[src/rtl/layer_sequencer.sv]
// -----------------------------------------------------------------------------
// layer_sequencer
//   Top-level scheduler for the 4-unit neural datapath. For every layer it
//   streams the 16 layer weights out of weight RAM into the neural units,
//   pulses the unit sum trigger, waits for all four units to report done and
//   then advances to the next layer. After the last layer it pulses done.
//
// Ports:
//   clk          system clock, rising edge
//   reset        asynchronous, active-low reset
//   start        one-cycle inference request, honoured only while idle
//   layer_done   per-unit layer-complete flags (bit n = unit n)
//   ram_addr     weight RAM read address (layer*16 + k)
//   ram_rd       read strobe, high while ram_addr is valid
//   unit_sel     target unit of the current weight write
//   unit_addr    weight slot within the target unit
//   weight_wr    RAM data valid, write into unit_sel/unit_addr
//   sum_trigger  one-cycle pulse: units compute the layer sum
//   layer        current layer index
//   layer_sel    0 = external input (layer 0), 1 = fed-back layer outputs
//   busy         high whenever not idle
//   done         one-cycle pulse when the last layer completes
//   error        sticky WAIT_DONE watchdog flag
//
// Build option:
//   LAYER_TIMEOUT_EN  enables the WAIT_DONE watchdog (TIMEOUT_CYCLES). When
//                     undefined the sequencer waits indefinitely and error
//                     is tied low.
// -----------------------------------------------------------------------------
module layer_sequencer #(
  parameter int unsigned NUM_LAYERS     = 4,
  parameter int unsigned RAM_LATENCY    = 1,
  parameter int unsigned ADDR_W         = 10,
  parameter int unsigned TIMEOUT_CYCLES = 255
) (
  input  logic              clk,
  input  logic              reset,
  input  logic              start,
  input  logic [3:0]        layer_done,
  output logic [ADDR_W-1:0] ram_addr,
  output logic              ram_rd,
  output logic [1:0]        unit_sel,
  output logic [1:0]        unit_addr,
  output logic              weight_wr,
  output logic              sum_trigger,
  output logic [1:0]        layer,
  output logic              layer_sel,
  output logic              busy,
  output logic              done,
  output logic              error
);

  if (NUM_LAYERS < 1 || NUM_LAYERS > 4) begin : g_bad_num_layers
    $error("layer_sequencer: NUM_LAYERS must be 1..4");
  end
  if (RAM_LATENCY < 1 || RAM_LATENCY > 3) begin : g_bad_ram_latency
    $error("layer_sequencer: RAM_LATENCY must be 1..3");
  end
  if (ADDR_W < 6) begin : g_bad_addr_w
    $error("layer_sequencer: ADDR_W must hold layer*16+k (>= 6 bits)");
  end
  if (TIMEOUT_CYCLES < 1) begin : g_bad_timeout
    $error("layer_sequencer: TIMEOUT_CYCLES must be >= 1");
  end

  typedef enum logic [2:0] {
    IDLE, LOAD, DRAIN, SUM, WAIT_DONE, NEXT, FINISH
  } state_t;

  // Tag travelling alongside each RAM read until its data is valid.
  typedef struct packed {
    logic       wr;
    logic [3:0] k;
  } rd_tag_t;

  state_t            state_q, state_d;
  logic [3:0]        k_q, k_d;
  logic [1:0]        dcnt_q, dcnt_d;
  logic              first_q, first_d;
  logic [1:0]        layer_q, layer_d;
  logic              layer_sel_q, layer_sel_d;
  logic              ram_rd_q, ram_rd_d;
  logic [ADDR_W-1:0] ram_addr_q, ram_addr_d;
  logic              sum_trigger_q, sum_trigger_d;
  logic              busy_q, busy_d;
  logic              done_q, done_d;
  rd_tag_t           pipe_q [RAM_LATENCY];
  rd_tag_t           pipe_d [RAM_LATENCY];

`ifdef LAYER_TIMEOUT_EN
  localparam int unsigned TO_W = $clog2(TIMEOUT_CYCLES + 1);
  logic [TO_W-1:0] wcnt_q, wcnt_d;
  logic            error_q, error_d;
`endif

  always_comb begin
    state_d     = state_q;
    k_d         = k_q;
    dcnt_d      = dcnt_q;
    first_d     = 1'b0;
    layer_d     = layer_q;
    layer_sel_d = layer_sel_q;
`ifdef LAYER_TIMEOUT_EN
    wcnt_d      = wcnt_q;
    error_d     = error_q;
`endif

    unique case (state_q)
      IDLE: begin
        if (start) begin
          state_d     = LOAD;
          k_d         = '0;
          layer_d     = '0;
          layer_sel_d = 1'b0;
`ifdef LAYER_TIMEOUT_EN
          error_d     = 1'b0;
`endif
        end
      end
      LOAD: begin
        if (k_q == 4'd15) begin
          state_d = DRAIN;
          k_d     = '0;
          dcnt_d  = '0;
        end else begin
          k_d = k_q + 4'd1;
        end
      end
      DRAIN: begin
        if (dcnt_q == 2'(RAM_LATENCY - 1)) begin
          state_d = SUM;
        end else begin
          dcnt_d = dcnt_q + 2'd1;
        end
      end
      SUM: begin
        state_d = WAIT_DONE;
        first_d = 1'b1;
`ifdef LAYER_TIMEOUT_EN
        wcnt_d  = '0;
`endif
      end
      WAIT_DONE: begin
        // first_q blanks done flags that may still be high from the previous layer.
        if (!first_q && layer_done == 4'hF) begin
          state_d = NEXT;
        end
`ifdef LAYER_TIMEOUT_EN
        else if (wcnt_q == TO_W'(TIMEOUT_CYCLES - 1)) begin
          state_d = FINISH;
          error_d = 1'b1;
        end
        wcnt_d = wcnt_q + 1'b1;
`endif
      end
      NEXT: begin
        if (layer_q == 2'(NUM_LAYERS - 1)) begin
          state_d = FINISH;
        end else begin
          state_d     = LOAD;
          layer_d     = layer_q + 2'd1;
          layer_sel_d = 1'b1;
          k_d         = '0;
        end
      end
      FINISH:  state_d = IDLE;
      default: state_d = IDLE;
    endcase

    // Outputs are registered from the next state so they line up with state_q.
    ram_rd_d   = (state_d == LOAD);
    ram_addr_d = '0;
    if (ram_rd_d) begin
      ram_addr_d[5:0] = {layer_d, k_d};
    end
    sum_trigger_d = (state_d == SUM);
    busy_d        = (state_d != IDLE);
    done_d        = (state_d == FINISH);

    pipe_d[0].wr = ram_rd_q;
    pipe_d[0].k  = ram_rd_q ? k_q : 4'd0;
    for (int unsigned i = 1; i < RAM_LATENCY; i++) begin
      pipe_d[i] = pipe_q[i-1];
    end
  end

  always_ff @(posedge clk or negedge reset) begin
    if (!reset) begin
      state_q       <= IDLE;
      k_q           <= '0;
      dcnt_q        <= '0;
      first_q       <= 1'b0;
      layer_q       <= '0;
      layer_sel_q   <= 1'b0;
      ram_rd_q      <= 1'b0;
      ram_addr_q    <= '0;
      sum_trigger_q <= 1'b0;
      busy_q        <= 1'b0;
      done_q        <= 1'b0;
      for (int unsigned i = 0; i < RAM_LATENCY; i++) begin
        pipe_q[i] <= '0;
      end
`ifdef LAYER_TIMEOUT_EN
      wcnt_q        <= '0;
      error_q       <= 1'b0;
`endif
    end else begin
      state_q       <= state_d;
      k_q           <= k_d;
      dcnt_q        <= dcnt_d;
      first_q       <= first_d;
      layer_q       <= layer_d;
      layer_sel_q   <= layer_sel_d;
      ram_rd_q      <= ram_rd_d;
      ram_addr_q    <= ram_addr_d;
      sum_trigger_q <= sum_trigger_d;
      busy_q        <= busy_d;
      done_q        <= done_d;
      for (int unsigned i = 0; i < RAM_LATENCY; i++) begin
        pipe_q[i] <= pipe_d[i];
      end
`ifdef LAYER_TIMEOUT_EN
      wcnt_q        <= wcnt_d;
      error_q       <= error_d;
`endif
    end
  end

  assign ram_addr    = ram_addr_q;
  assign ram_rd      = ram_rd_q;
  assign weight_wr   = pipe_q[RAM_LATENCY-1].wr;
  assign unit_sel    = pipe_q[RAM_LATENCY-1].k[3:2];
  assign unit_addr   = pipe_q[RAM_LATENCY-1].k[1:0];
  assign sum_trigger = sum_trigger_q;
  assign layer       = layer_q;
  assign layer_sel   = layer_sel_q;
  assign busy        = busy_q;
  assign done        = done_q;
`ifdef LAYER_TIMEOUT_EN
  assign error       = error_q;
`else
  assign error       = 1'b0;
`endif

endmodule
[config.mk]
export PLATFORM = sky130hd
export DESIGN_NAME = layer_sequencer
export DESIGN_NICKNAME = d
export VERILOG_FILES = /design/src/rtl/layer_sequencer.sv
export SDC_FILE = /design/constraint.sdc
export NUM_CORES = 1
export LEC_CHECK = 0
export ABC_AREA = 0
export CORE_ASPECT_RATIO = 0.8
export CORE_MARGIN = 2
export CORE_UTILIZATION = 39
export DETAILED_ROUTE_END_ITERATION = 12
export PLACE_DENSITY = 0.65
export SYNTH_ARGS = -nofsm -noshare
export SYNTH_HDL_FRONTEND = slang
export SYNTH_SLANG_ARGS = --single-unit
[constraint.sdc]
create_clock -name clk -period 1.8 [get_ports clk]
set_clock_uncertainty 0.1 [all_clocks]
set_input_delay 0.36 -clock clk [delete_from_list [all_inputs] [get_ports clk]]
set_output_delay 0.36 -clock clk [all_outputs]
set_load 0.03 [all_outputs]
# Word-level counts from Yosys, hierarchy flattened
# Cells that the tools add are included.
[totals]
inputBits = 7
ff_bits = 28
out_inout_bits = 23
[op_classes]
n_reduce_logical = 9
add_sub_neg = 3
n_mux = 22
eq_ne = 15
[ops]
columns = ["cell", "n"]
rows = [
  ["one-hot mux 3 bit (6 select lines)", 1],
  ["two-way mux 4 bit", 4],
  ["two-way mux 3 bit", 5],
  ["one-hot mux 4 bit (3 select lines)", 1],
  ["== test 3 x 2 -> 1 bit, second input constant", 3],
  ["== test 3 bit, second input constant", 3],
  ["== test 4 bit, second input constant", 2],
  ["two-way mux 2 bit", 4],
  ["inequality test 2 bit, second input constant", 4],
  ["one-hot mux 2 bit (2 select lines)", 2],
  ["== test 3 x 1 -> 1 bit, second input constant", 2],
  ["two-way mux 6 bit", 1],
  ["AND reduction 3 bit", 2],
  ["adder 2 x 1 -> 2 bit, second input constant", 2],
  ["adder 4 x 1 -> 4 bit, second input constant", 1],
  ["nonzero test 2 bit", 2],
  ["zero test 3 bit", 1],
  ["two-way mux 1 bit", 3],
  ["nonzero test 3 bit", 1],
  ["== test 2 bit, second input constant", 1],
  ["zero test 2 bit", 1],
  ["one-hot mux 1 bit (2 select lines)", 1],
  ["logical AND 1 bit", 1],
  ["zero test 1 bit", 1],
]

# Longest topological paths before layout
[logic_depth]
word_depth = 6
depth_mapped = 5
ltp_nobuf = 5

# Worst setup path before layout
# OpenSTA, ideal clock, no wires.
[synth_timing]
path_type = "register to register"
start = "reg layer_q[0], in the netlist layer[0]"
end = "reg ram_addr_q[4], in the netlist ram_addr[4]"
period_less_slack_ns = 1.675
arrival_ns = 1.455
t_required_ns = 1.580
stages_incl_launch_ff = 6
setup_slack_ns = 0.125
path_cell_list = "dfrtp_1 > clkbuf_1 > nand2_1 > a31oi_1 > o2111a_1 > and3b_1"
[synth_via]
elab_chain_cells = 5
elab_cells_between_ends = 9
[synth_rtl]
columns = ["item", "line", "text"]
rows = [
  ["from (decl)", "80", "logic [1:0] layer_q, layer_d;"],
  ["from (signal assigned)", "212", "layer_q <= layer_d;"],
  ["== test 2 bit", "157", "if (layer_q == 2'(NUM_LAYERS - 1)) begin"],
  ["two-way mux 3 bit", "157", ""],
  ["one-hot mux 3 bit (6 select lines)", "108", "unique case (state_q)"],
  ["== test 3 x 1 -> 1 bit", "171", "ram_rd_d = (state_d == LOAD);"],
  ["two-way mux 6 bit (*)", "173", "if (ram_rd_d) begin"],
  ["via ram_addr_d[4]", "83", "logic [ADDR_W-1:0] ram_addr_q, ram_addr_d;"],
  ["to (signal assigned)", "215", "ram_addr_q <= ram_addr_d;"],
  ["to (decl)", "83", ""],
]
# Mark *: on every way through the listed nets, which the timed path passes. The rest lies on a longest branch.
# A chain may end at the register's enable or synchronous reset.

# Worst setup path after layout
[layout_timing]
start = "reg done_q, in the netlist done"
end = "out done"
[layout_rtl]
columns = ["item", "line", "text"]
rows = [
  ["from (decl)", "86", "logic done_q, done_d;"],
  ["from (signal assigned)", "218", "done_q <= done_d;"],
  ["to (decl)", "49", "output logic done,"],
]
# No word-level cell between the ends.

==> metrics.cfg <==
[clocking]
clk_latency_ps = 280
clockRootBuffer = clkbuf_8
cts_buffer_depth = 2
hold_buffers = 0
clock-sinks = 28
numCtsBuffers = 3
cts_tree = done
cts_setup_buffers = 0
clk_pin_slew_ps = 100
htreeDepth = 1

[finish]
register_area_um2 = 702
area_delta_synth_final_pct = 32.5
fin_util = 0.544
fillers = 270
drive_above_1_share = 0.138
diodes = 0
multiInputGateArea_um2 = 500
nets = 162

[global_routing]
antenna_found_initial = 0
grt_pass1_vias = 888
grt_start_max_net_pins = 29
gr-total-overflow = 0
track_usage = 0.151
grt_pass1_wl_um = 4080

[synthesis]
yosys.area.top_type_share = 0.553
synth_edf_count = 0
synth_area_mm2 = 0.00127
synth_cell_type_count = 41
syn_inst = 118
ys_top_cells_by_count = dfrtp_1, a21oi_1, nor2_1, inv_1
yosysWarnings = 0
syn_area_per_cell_um2 = 10.7
async_flop_share = 1.00
synth_seq_cells = 28
synth_area_leaders = dfrtp_1, a21oi_1, buf_4
synthFlopType = dfrtp_1
ys_seq_area_frac = 0.553
synth_most_common_cell = dfrtp_1
netlist.top_cell.by_area = dfrtp_1

[worst_setup_path]
cp_max_fo = 1
crit_path_end_kind = primary output
crit_buf_inv = 1
slowest_delay_ps = 670
ff2ff_setup_slack_ps = 110
worstPathCellList = clkdlybuf4s50_1
cp_top_family = buffers and inverters
rr_startpoint = state_q[2]$_DFF_PN0_
timing.rr.end = ram_addr[5]$_DFF_PN0_
setup.worst_path.class = flip-flop to primary output
crit_path_start_kind = flip-flop
cp_slowest_cell = clkdlybuf4s50_1
cp.required_ps = 1340
crit_arrival_ps = 1300
reg2regPathDepth = 4

[routing]
drt-total-wl_um = 2480
vias_per_cell = 4.98
vias = 956
drc = 0
drt_first_iter_violations = 49
routedWlPerCell_um = 12.9
ant_nets = 0
drt-pass1-iter-count = 4

[power]
p_leak_nw = 0.800
p_total_w = 0.00263
power_per_cell_area_mw_per_mm2 = 1560
peakVddDrop_v = 0.000810

[place]
dp_hpwl_um = 1820
gp_congestion = 0.804
io_buffers = 24

[timing]
setup_viol = 0
hold_violations = 0
period_minus_slack_ps = 1760
final_max_slew_viol_count = 0
rsz0062_at_grt = false
fin_crit_sh = 0.979
fmax_mhz = 567

[worst_hold_path]
hold_class = primary input to asynchronous set/reset pin

[floorplan]
die_w_um = 67.7
die_y_um = 55.0
coreArea_mm2 = 0.00309
rows = 18
dieArea_mm2 = 0.00372
initial_core_util = 0.411
io_pins = 30

[job]
max_cap_violations = 0

[status]
status = finished, final reports clean

[cell usage in the layout (no fill, tap or decap), types with 2 or more instances in the layout]
cell | netlist | routed
dfrtp_1 | 28 | 27
clkdlybuf4s50_1 | 0 | 20
buf_4 | 5 | 12
a21oi_1 | 9 | 9
nor2_1 | 8 | 8
inv_1 | 6 | 6
nand2_1 | 5 | 5
and2_1 | 5 | 5
conb_1 | 1 | 5
nor2b_1 | 4 | 4
nand3_1 | 3 | 3
nor3b_1 | 3 | 3
nand2b_1 | 3 | 3
clkbuf_8 | 0 | 3
xnor2_1 | 2 | 2
o22ai_1 | 2 | 2
nand3b_1 | 2 | 2
nor3_1 | 2 | 2
and3b_1 | 2 | 2
ha_1 | 2 | 2
dlymetal6s2s_1 | 0 | 2
dlygate4sd2_1 | 0 | 2
[metal layers]
layer | GRT usage | vias to the layer above | part of all wire
met3 | 0.0425 | 4 | 0.056
li1 | - | 471 | -
met4 | 0.0204 | 0 | 0.0056
met5 | 0 | - | 0
met2 | 0.234 | 28 | 0.44
met1 | 0.216 | 453 | 0.50
[final cells by class]
| class | instances | area share |
|---|---|---|
| sequential | 28 | 0.418 |
| multi-input combinational | 78 | 0.298 |
| timing repair buffer | 36 | 0.198 |
| tap | 40 | 0.0298 |
| clock buffer | 3 | 0.0246 |
| clock inverter | 1 | 0.0179 |
| inverter | 6 | 0.0134 |
[how the worst max path moves through the flow]
stage | from | endpoint | slack, ps | cells after the start
floorplan | layer[0]$_DFF_PN0_ | ram_addr[4]$_DFF_PN0_ | 120 | 5
global route | unit_addr[0]$_DFF_PN0_ | unit_addr[0] | 10 | 1
detailed placement | layer_done[2] | ram_addr[5]$_DFF_PN0_ | -200 | 5
finish | done$_DFF_PN0_ | done | 40 | 1
CTS | layer_sel$_DFFE_PN0P_ | layer_sel | 2 | 1
global placement | layer_done[2] | ram_addr[4]$_DFF_PN0_ | -170 | 5
[through the flow]
step	setup TNS, ps	setup WS [ps]	area [µm²]	hold slack [ps]	std cells
after floorplan	0	125	1280	-35.6	122
after global placement	-632	-171	1600	336	188
after detailed placement	-788	-203	1600	349	188
after CTS	0	2.23	1670	354	192
after global routing	0	12.5	1680	394	192
final	0	37.5	1680	347	192
[registers in the layout, summed over array words and instances (netlist names)]
name / flops
busy: 1
dcnt_q: 2
done: 1
first_q: 1
k_q: 4
layer: 2
layer_sel: 1
ram_addr: 6
ram_rd: 1
state_q: 3
sum_trigger: 1
unit_addr: 2
unit_sel: 2
weight_wr: 1
[report_power, final]
| group | switching, W | total, W | internal (W) |
|---|---|---|---|
| registers | 0.000116 | 0.000940 | 0.000824 |
| clock network | 0.000198 | 0.000496 | 0.000298 |
| logic | 0.000660 | 0.00119 | 0.000532 |
| total | 0.000973 | 0.00263 | 0.00165 |
[timing repair]
action                     CTS  global route
cloned                       0             0
setup endpoints to repair    2             4
gates resized for setup      2             3
[kinds of logic (layout without fill, tap and decap cells)]
family	after synthesis	after routing	share of synthesized area
other	1	5	0.00296
buffers and inverters	16	46	0.0642
multiplexers	1	1	0.00790
AO/OA/AOI/OAI	24	24	0.132
XOR/XNOR	2	2	0.0138
flip-flops	28	28	0.553
AND/OR/NAND/NOR	44	44	0.206
adder cells (fa/ha/maj)	2	2	0.0197
(Power assumes the default switching activity.)
